[src/rtl/mult_arbiter_pkg.sv]
// Shared constants for the two-port multiplier arbiter: FSM encodings,
// default operand width and requester port indices.
package mult_arbiter_pkg;

    localparam int WIDTH_DEF = 8;

    localparam logic [1:0] ST_IDLE  = 2'd0;
    localparam logic [1:0] ST_START = 2'd1;
    localparam logic [1:0] ST_WAIT  = 2'd2;
    localparam logic [1:0] ST_DONE  = 2'd3;

    localparam logic P0 = 1'b0;
    localparam logic P1 = 1'b1;

endpackage

[src/rtl/mult_arbiter_mult.sv]
// Unsigned shift-add multiplier. rst_i doubles as the start strobe: operands
// are captured while it is high and busy_o stays high until y_bo is final.
module mult #(
    parameter int WIDTH = 8
) (
    input  logic               clk_i,
    input  logic               rst_i,
    input  logic [WIDTH-1:0]   a_bi,
    input  logic [WIDTH-1:0]   b_bi,
    output logic               busy_o,
    output logic [2*WIDTH-1:0] y_bo
);

    logic [2*WIDTH-1:0] a_q;
    logic [WIDTH-1:0]   b_q;
    logic [2*WIDTH-1:0] acc_q;
    logic               run_q;

    // Terminates as soon as the remaining multiplier bits are all zero,
    // so latency depends on the bit length of b.
    always_ff @(posedge clk_i) begin
        if (rst_i) begin
            a_q   <= {{WIDTH{1'b0}}, a_bi};
            b_q   <= b_bi;
            acc_q <= '0;
            run_q <= 1'b1;
        end else if (run_q) begin
            if (b_q == '0) begin
                run_q <= 1'b0;
            end else begin
                if (b_q[0]) begin
                    acc_q <= acc_q + a_q;
                end
                a_q <= a_q << 1;
                b_q <= b_q >> 1;
            end
        end
    end

    assign busy_o = rst_i | run_q;
    assign y_bo   = acc_q;

endmodule

[src/rtl/mult_arbiter.sv]
// Round-robin arbiter that lets two requesters share one multi-cycle
// multiplier; returns each product with a one-cycle acknowledge.
module mult_arbiter
    import mult_arbiter_pkg::*;
#(
    parameter int WIDTH = WIDTH_DEF
) (
    input  logic               clk_i,
    input  logic               rst_i,
    input  logic               req0_i,
    input  logic [WIDTH-1:0]   a0_bi,
    input  logic [WIDTH-1:0]   b0_bi,
    output logic               ack0_o,
    output logic [2*WIDTH-1:0] y0_bo,
    input  logic               req1_i,
    input  logic [WIDTH-1:0]   a1_bi,
    input  logic [WIDTH-1:0]   b1_bi,
    output logic               ack1_o,
    output logic [2*WIDTH-1:0] y1_bo,
    output logic               busy_o
);

    logic [1:0]         state_q, state_d;
    logic               gnt_q, gnt_d;
    logic               last_q, last_d;
    logic [WIDTH-1:0]   opa_q, opa_d;
    logic [WIDTH-1:0]   opb_q, opb_d;
    logic [2*WIDTH-1:0] y0_q, y0_d;
    logic [2*WIDTH-1:0] y1_q, y1_d;
    logic               ack0_q, ack0_d;
    logic               ack1_q, ack1_d;

    logic               pick;
    logic               m_rst;
    logic               m_busy;
    logic [2*WIDTH-1:0] m_y;

    // Global reset also returns the multiplier to a known state.
    assign m_rst = rst_i | (state_q == ST_START);

    mult #(
        .WIDTH (WIDTH)
    ) u_mult (
        .clk_i  (clk_i),
        .rst_i  (m_rst),
        .a_bi   (opa_q),
        .b_bi   (opb_q),
        .busy_o (m_busy),
        .y_bo   (m_y)
    );

    // On a tie the port that did not win last time is served.
    assign pick = (req0_i && req1_i) ? ~last_q : (req1_i ? P1 : P0);

    always_comb begin
        state_d = state_q;
        gnt_d   = gnt_q;
        last_d  = last_q;
        opa_d   = opa_q;
        opb_d   = opb_q;
        y0_d    = y0_q;
        y1_d    = y1_q;
        ack0_d  = 1'b0;
        ack1_d  = 1'b0;
        case (state_q)
            ST_IDLE: begin
                if (req0_i || req1_i) begin
                    gnt_d   = pick;
                    last_d  = pick;
                    opa_d   = (pick == P1) ? a1_bi : a0_bi;
                    opb_d   = (pick == P1) ? b1_bi : b0_bi;
                    state_d = ST_START;
                end
            end
            ST_START: begin
                state_d = ST_WAIT;
            end
            ST_WAIT: begin
                // Product and ack are registered on entry to DONE so both
                // are visible exactly during the DONE cycle.
                if (!m_busy) begin
                    state_d = ST_DONE;
                    if (gnt_q == P1) begin
                        y1_d   = m_y;
                        ack1_d = 1'b1;
                    end else begin
                        y0_d   = m_y;
                        ack0_d = 1'b1;
                    end
                end
            end
            default: begin
                state_d = ST_IDLE;
            end
        endcase
    end

    always_ff @(posedge clk_i) begin
        if (rst_i) begin
            state_q <= ST_IDLE;
            gnt_q   <= P0;
            last_q  <= P1;
            opa_q   <= '0;
            opb_q   <= '0;
            y0_q    <= '0;
            y1_q    <= '0;
            ack0_q  <= 1'b0;
            ack1_q  <= 1'b0;
        end else begin
            state_q <= state_d;
            gnt_q   <= gnt_d;
            last_q  <= last_d;
            opa_q   <= opa_d;
            opb_q   <= opb_d;
            y0_q    <= y0_d;
            y1_q    <= y1_d;
            ack0_q  <= ack0_d;
            ack1_q  <= ack1_d;
        end
    end

    assign ack0_o = ack0_q;
    assign ack1_o = ack1_q;
    assign y0_bo  = y0_q;
    assign y1_bo  = y1_q;
    assign busy_o = rst_i | (state_q != ST_IDLE);

endmodule

[config.mk]
export PLATFORM = sky130hd
export DESIGN_NAME = mult_arbiter
export DESIGN_NICKNAME = d
export VERILOG_FILES = /design/src/rtl/mult_arbiter_pkg.sv /design/src/rtl/mult_arbiter_mult.sv /design/src/rtl/mult_arbiter.sv
export SDC_FILE = /design/constraint.sdc
export NUM_CORES = 1
export LEC_CHECK = 0
export ABC_AREA = 1
export CAP_MARGIN = 20
export CORE_MARGIN = 2
export CORE_UTILIZATION = 50
export CTS_CLUSTER_SIZE = 20
export DETAILED_ROUTE_END_ITERATION = 10
export HOLD_SLACK_MARGIN = 0.02
export PLACE_DENSITY = 0.84
export RECOVER_POWER = 25
export SLEW_MARGIN = 10
export SYNTH_ARGS = -nofsm -noshare
export SYNTH_HDL_FRONTEND = slang
export SYNTH_SLANG_ARGS = --single-unit
[constraint.sdc]
create_clock -name clk_i -period 2.8 [get_ports clk_i]
set_clock_uncertainty 0.05 [all_clocks]
set_input_delay 0.42 -clock clk_i [delete_from_list [all_inputs] [get_ports clk_i]]
set_output_delay 0.42 -clock clk_i [all_outputs]
set_load 0.01 [all_outputs]
## Yosys cells after proc, flatten, opt, wreduce, memory -nomap -nowiden

Cells that the tools add are included.

- Word-level logic and storage cells: 59
- Output and inout port bits: 35
- Input bits: 36
- Flip-flop bits (word level): 95

- $add $sub $neg: 1
- Reductions and logical operators: 14
- Equal/unequal tests: 5
- Mux-type cells: 17
- Bitwise operators: 8

Operators by type and width:

| cell | number |
|---|---|
| two-way mux 8 bit | 8 |
| adder 16 bit | 1 |
| AND reduction 3 bit | 3 |
| zero test 8 bit | 1 |
| AND reduction 2 bit | 4 |
| two-way mux 1 bit | 6 |
| one-hot mux 2 bit (3 select lines) | 1 |
| NOT 1 bit | 5 |
| two-way mux 2 bit | 2 |
| != test 2 bit (second input constant) | 2 |
| nonzero test 2 bit | 2 |
| bitwise OR 1 bit | 3 |
| OR reduction 3 bit | 1 |
| equality test 2 x 1 -> 1 bit (second input constant) | 1 |
| equality test 2 bit (second input constant) | 1 |
| zero test 2 bit | 1 |
| != test 2 x 1 -> 1 bit (second input constant) | 1 |
| logical AND 1 bit | 1 |
| logical OR 1 bit | 1 |

## Logic depth before layout (Yosys ltp)

- Depth in word-level cells: 5
- Depth in mapped cells: 12
- Mapped depth without buffers: 12

## Modules after synthesis

A second synthesis with hierarchy kept.

- Cells, all modules: 692
- Area, all modules: 4914.7 um2

Modules (own cells, without submodules):

| module | area an instance (um2) | cells each | times used | sequential area each (um2) |
|---|---|---|---|---|
| mult | 2562.5 | 370 | 1 | 980.9 |
| mult_arbiter | 2352.3 | 322 | 1 | 1081.0 |

## Worst setup path after synthesis

No wires, ideal clock.

- Path type: reg2reg
- Start: register u_mult.a_q[0]
- End: register u_mult.acc_q[12], in the netlist u_mult.y_bo[12]
- Clock period less this slack: 1.738 ns
- Path buffers: 0
- Arrival: 1.579 ns
- Setup slack: 1.062 ns
- Library setup time: 0.109 ns
- Required time: 2.641 ns
- Cell stages (with the launch flop): 12
- Path through: edfxtp_1 -> ha_1 -> fa_1 -> nand2_1 -> nand2_1 -> and2_1 -> nand3_1 -> nand3_1 -> nand2_1 -> nand3_1 -> nand2_1 -> inv_1

- Cells in the longest elaborated chain, start to end: 1

RTL lines:

| element | line | text |
|---|---|---|
| start: declaration | mult_arbiter_mult.sv:14 | `logic [2*WIDTH-1:0] a_q;` |
| start signal: assignment | mult_arbiter_mult.sv:23 | `a_q <= {{WIDTH{1'b0}}, a_bi};` |
| start signal: assignment | mult_arbiter_mult.sv:34 | `a_q <= a_q << 1;` |
| adder 16 bit | mult_arbiter_mult.sv:32 | `acc_q <= acc_q + a_q;` |
| end signal: assignment | mult_arbiter_mult.sv:32 |  |
| end: declaration | mult_arbiter_mult.sv:16 | `logic [2*WIDTH-1:0] acc_q;` |

No other way between the ends.
A chain may end at the register's enable or synchronous reset.

## Worst setup path after layout

- Start: register state_q[1]
- End: register u_mult.a_q[15]

- Cells in the longest elaborated chain, start to end: 2

RTL lines:

| element | line | text |
|---|---|---|
| start: declaration | mult_arbiter.sv:23 | `logic [1:0] state_q, state_d;` |
| start signal: assignment | mult_arbiter.sv:110 | `state_q <= state_d;` |
| equality test 2 x 1 -> 1 bit | mult_arbiter.sv:39 | `assign m_rst = rst_i \| (state_q == ST_START);` |
| bitwise OR 1 bit | mult_arbiter.sv:39 |  |

No other way between the ends.

==> reports/metrics.yaml <==
outcome:
  status: "finished clean"
routing:
  drtAntennaViolNets: 0
  drc: 0
  num_vias: 3999
  wl_per_cell_um: 12.55
  drt_iter0_markers: 189
  viasPerCell: 5.114
  drt_wl_total_mm: 9.811
  firstDrtPassIters: 5
timing:
  tns_ns: 0
  drv_slew: 0
  period_share: 0.8082
  worst_slew_pin_slew_ns: 0.6883
  slew_headroom: 0.5411
  hold_viol: 0
  setup_ws_ns: 0.5370
  finalSetupViolCount: 0
  rsz0062_at_grt: "false"
  max_freq_ghz: 0.4419
  hold_ws_ns: 0.4532
  period_needed_ns: 2.263
final_layout:
  drive_above_1_share: 0.04896
  insertedDiodeCount: 0
  layout_commonest_cell: "nand2_1"
  fill_cells: 771
  instances_no_fill: 782
  layout_common_cells: "162 x nand2_1, 83 x inv_1, 79 x dfxtp_1"
  nets: 725
  syn2layout_area_growth_pct: 20.98
  utilization: 0.6241
  fin_area_um2: 5469
global_route:
  grtUsageTotal: 0.2062
  grt_first_pass_wirelength_mm: 16.42
  first_global_vias: 3764
  grt_max_degree: 52
  grt_overflow: 0
  antenna_found_initial: 0
die:
  dieArea_um2: 9818
  die_h_um: 99.09
  ioPinCount: 71
  fp-row-count: 34
  coreArea_um2: 8763
  initial_core_util: 0.5158
  die_width_um: 99.09
clock_network:
  path_clk_slew_ns: 0.10
  clock_latency_ns: 0.37
  tritoncts: "done"
  cts_buffer_depth: 2
  cts-root-buf: "clkbuf_8"
  clock_sinks: 95
  holdBufCountCts: 0
  post_cts_buffers: 0
  cts_buffers: 9
  ctsResizeCount: 0
  htreeDepth: 3
yosys:
  seq_area_frac_synth: 0.4561
  yosys_warnings: 0
  syn_area_um2: 4521
  synth_nets: 658
  syn_inst: 602
  syn_avg_cell_area_um2: 7.509
  ys_types: 31
  ys_ff_latch: 95
setup_path:
  end_kind: "flop"
  required_ns: 3.04
  critical_path_class: "reg -> reg"
  cp_slowest_stage_delay_ns: 0.58
  cp_max_fo: 16
  crit_slowest_cell: "clkbuf_1"
  cp.arrival_ns: 2.50
  crit_chain: "inv_1 -> ha_1 -> nor2_1 -> clkbuf_1 -> nand2_1 -> o21ai_0"
  cp-start-kind: "flop"
placed_design:
  place_congestion: 0.8685
  portBuffers: 70
  dp_cells: 766
  dp_slack_ns: 0.6023
  dp_hpwl_mm: 7.397
  placed_area_um2: 5291
power_and_ir_drop:
  ir_worst_vdd_mv: 0.4041
  powerDensity_nw_per_um2: 755.0
  finalPower_mw: 4.129
  p_leak_nw: 2.545
flow_run:
  maxCapViolations: 0
min_path:
  min_path_type: "reg -> reg"
## layout make-up
cell class | instances | area, um^2 | area share
sequential | 95 | 2062 | 0.3770
inverter | 84 | 317.8 | 0.05811
timing repair buffer | 77 | 749.5 | 0.1370
clock buffer | 9 | 123.9 | 0.02265
clock inverter | 7 | 63.81 | 0.01167
tap | 108 | 135.1 | 0.02471
multi-input combinational | 402 | 2017 | 0.3688
## registers in the layout, summed over array words and instances (netlist names)
register,cells
ack0_o,1
ack1_o,1
gnt_q,1
last_q,1
opa_q,8
opb_q,8
state_q,2
u_mult.a_q,16
u_mult.b_q,8
u_mult.run_q,1
u_mult.y_bo,16
y0_bo,16
y1_bo,16
## final timing paths
path                                startpoint  cells after the start        endpoint  slack [ns]
worst max-delay path                state_q[1]                      6  u_mult.a_q[15]        0.54
worst min-delay path            u_mult.a_q[10]                      2  u_mult.a_q[11]        0.45
worst max register to register      state_q[1]                      6  u_mult.a_q[15]        0.54
worst min register to register  u_mult.a_q[10]                      2  u_mult.a_q[11]        0.45
## critical path: cells and delay by family (launching register included)
kind            cells  cell delay, ns
compound gates      1            0.22
fa+ha+maj           1            0.19
buf+inv             2            0.67
flops               1            0.38
simple gates        2            0.66
## cell usage after synthesis
cell type  count  area, um^2
nand2_1      162       608.1
nand2_2        3       18.77
nor3_1         3       15.01
fa_1           1       20.02
buf_1          1       3.750
nor3_4         2       32.53
a21oi_2        3       26.28
o31ai_1        1       7.510
buf_8          1       15.01
a31oi_1       16       100.1
o21ai_0       62       310.3
nor2_2         2       12.51
and2_1         1       6.260
xor2_1         4       35.03
o22ai_1        6       37.54
nand3_1       19       95.09
nand3b_1       2       15.01
or2_2          2       12.51
inv_1         83       311.6
clkbuf_8       1       13.76
a21oi_1       42       210.2
ha_1          19       237.7
xnor2_1        4       35.03
buf_4          2       15.01
nor2_1        45       168.9
dfxtp_1       79        1582
buf_2          8       40.04
edfxtp_1      16       480.5
nand4_1        3       18.77
clkbuf_1       8       30.03
inv_4          1       6.260
## where the power goes
part           leakage [nW]  total [mW]  switching (mW)  internal (mW)
Clock                0.0934       0.860           0.518          0.342
Combinational          1.62        1.37           0.874          0.493
Sequential            0.827        1.90           0.179           1.72
Total                  2.54        4.13            1.57           2.56
## kinds of logic (layout without fill, tap and decap cells)
kind of cell	Yosys count	count (layout)	synth area share
adders and majority gates	20	20	0.05702
buffers and inverters	105	177	0.09632
AOI/OAI and AO/OA	130	130	0.1531
xor gates and xnor gates	8	8	0.01550
DFF	95	95	0.4561
and+or+nand+nor	244	244	0.2220
## layer usage
| layer | wire length (um) | vias to the layer above | global-route usage |
|---|---|---|---|
| met5 | 0 | - | 0 |
| met3 | 484 | 13 | 0.04397 |
| met4 | 159 | 0 | 0.06428 |
| met1 | 4372 | 1780 | 0.2461 |
| met2 | 4795 | 121 | 0.3701 |
| li1 | - | 2085 | - |
Note: power is estimated with default switching activity, not from simulation.
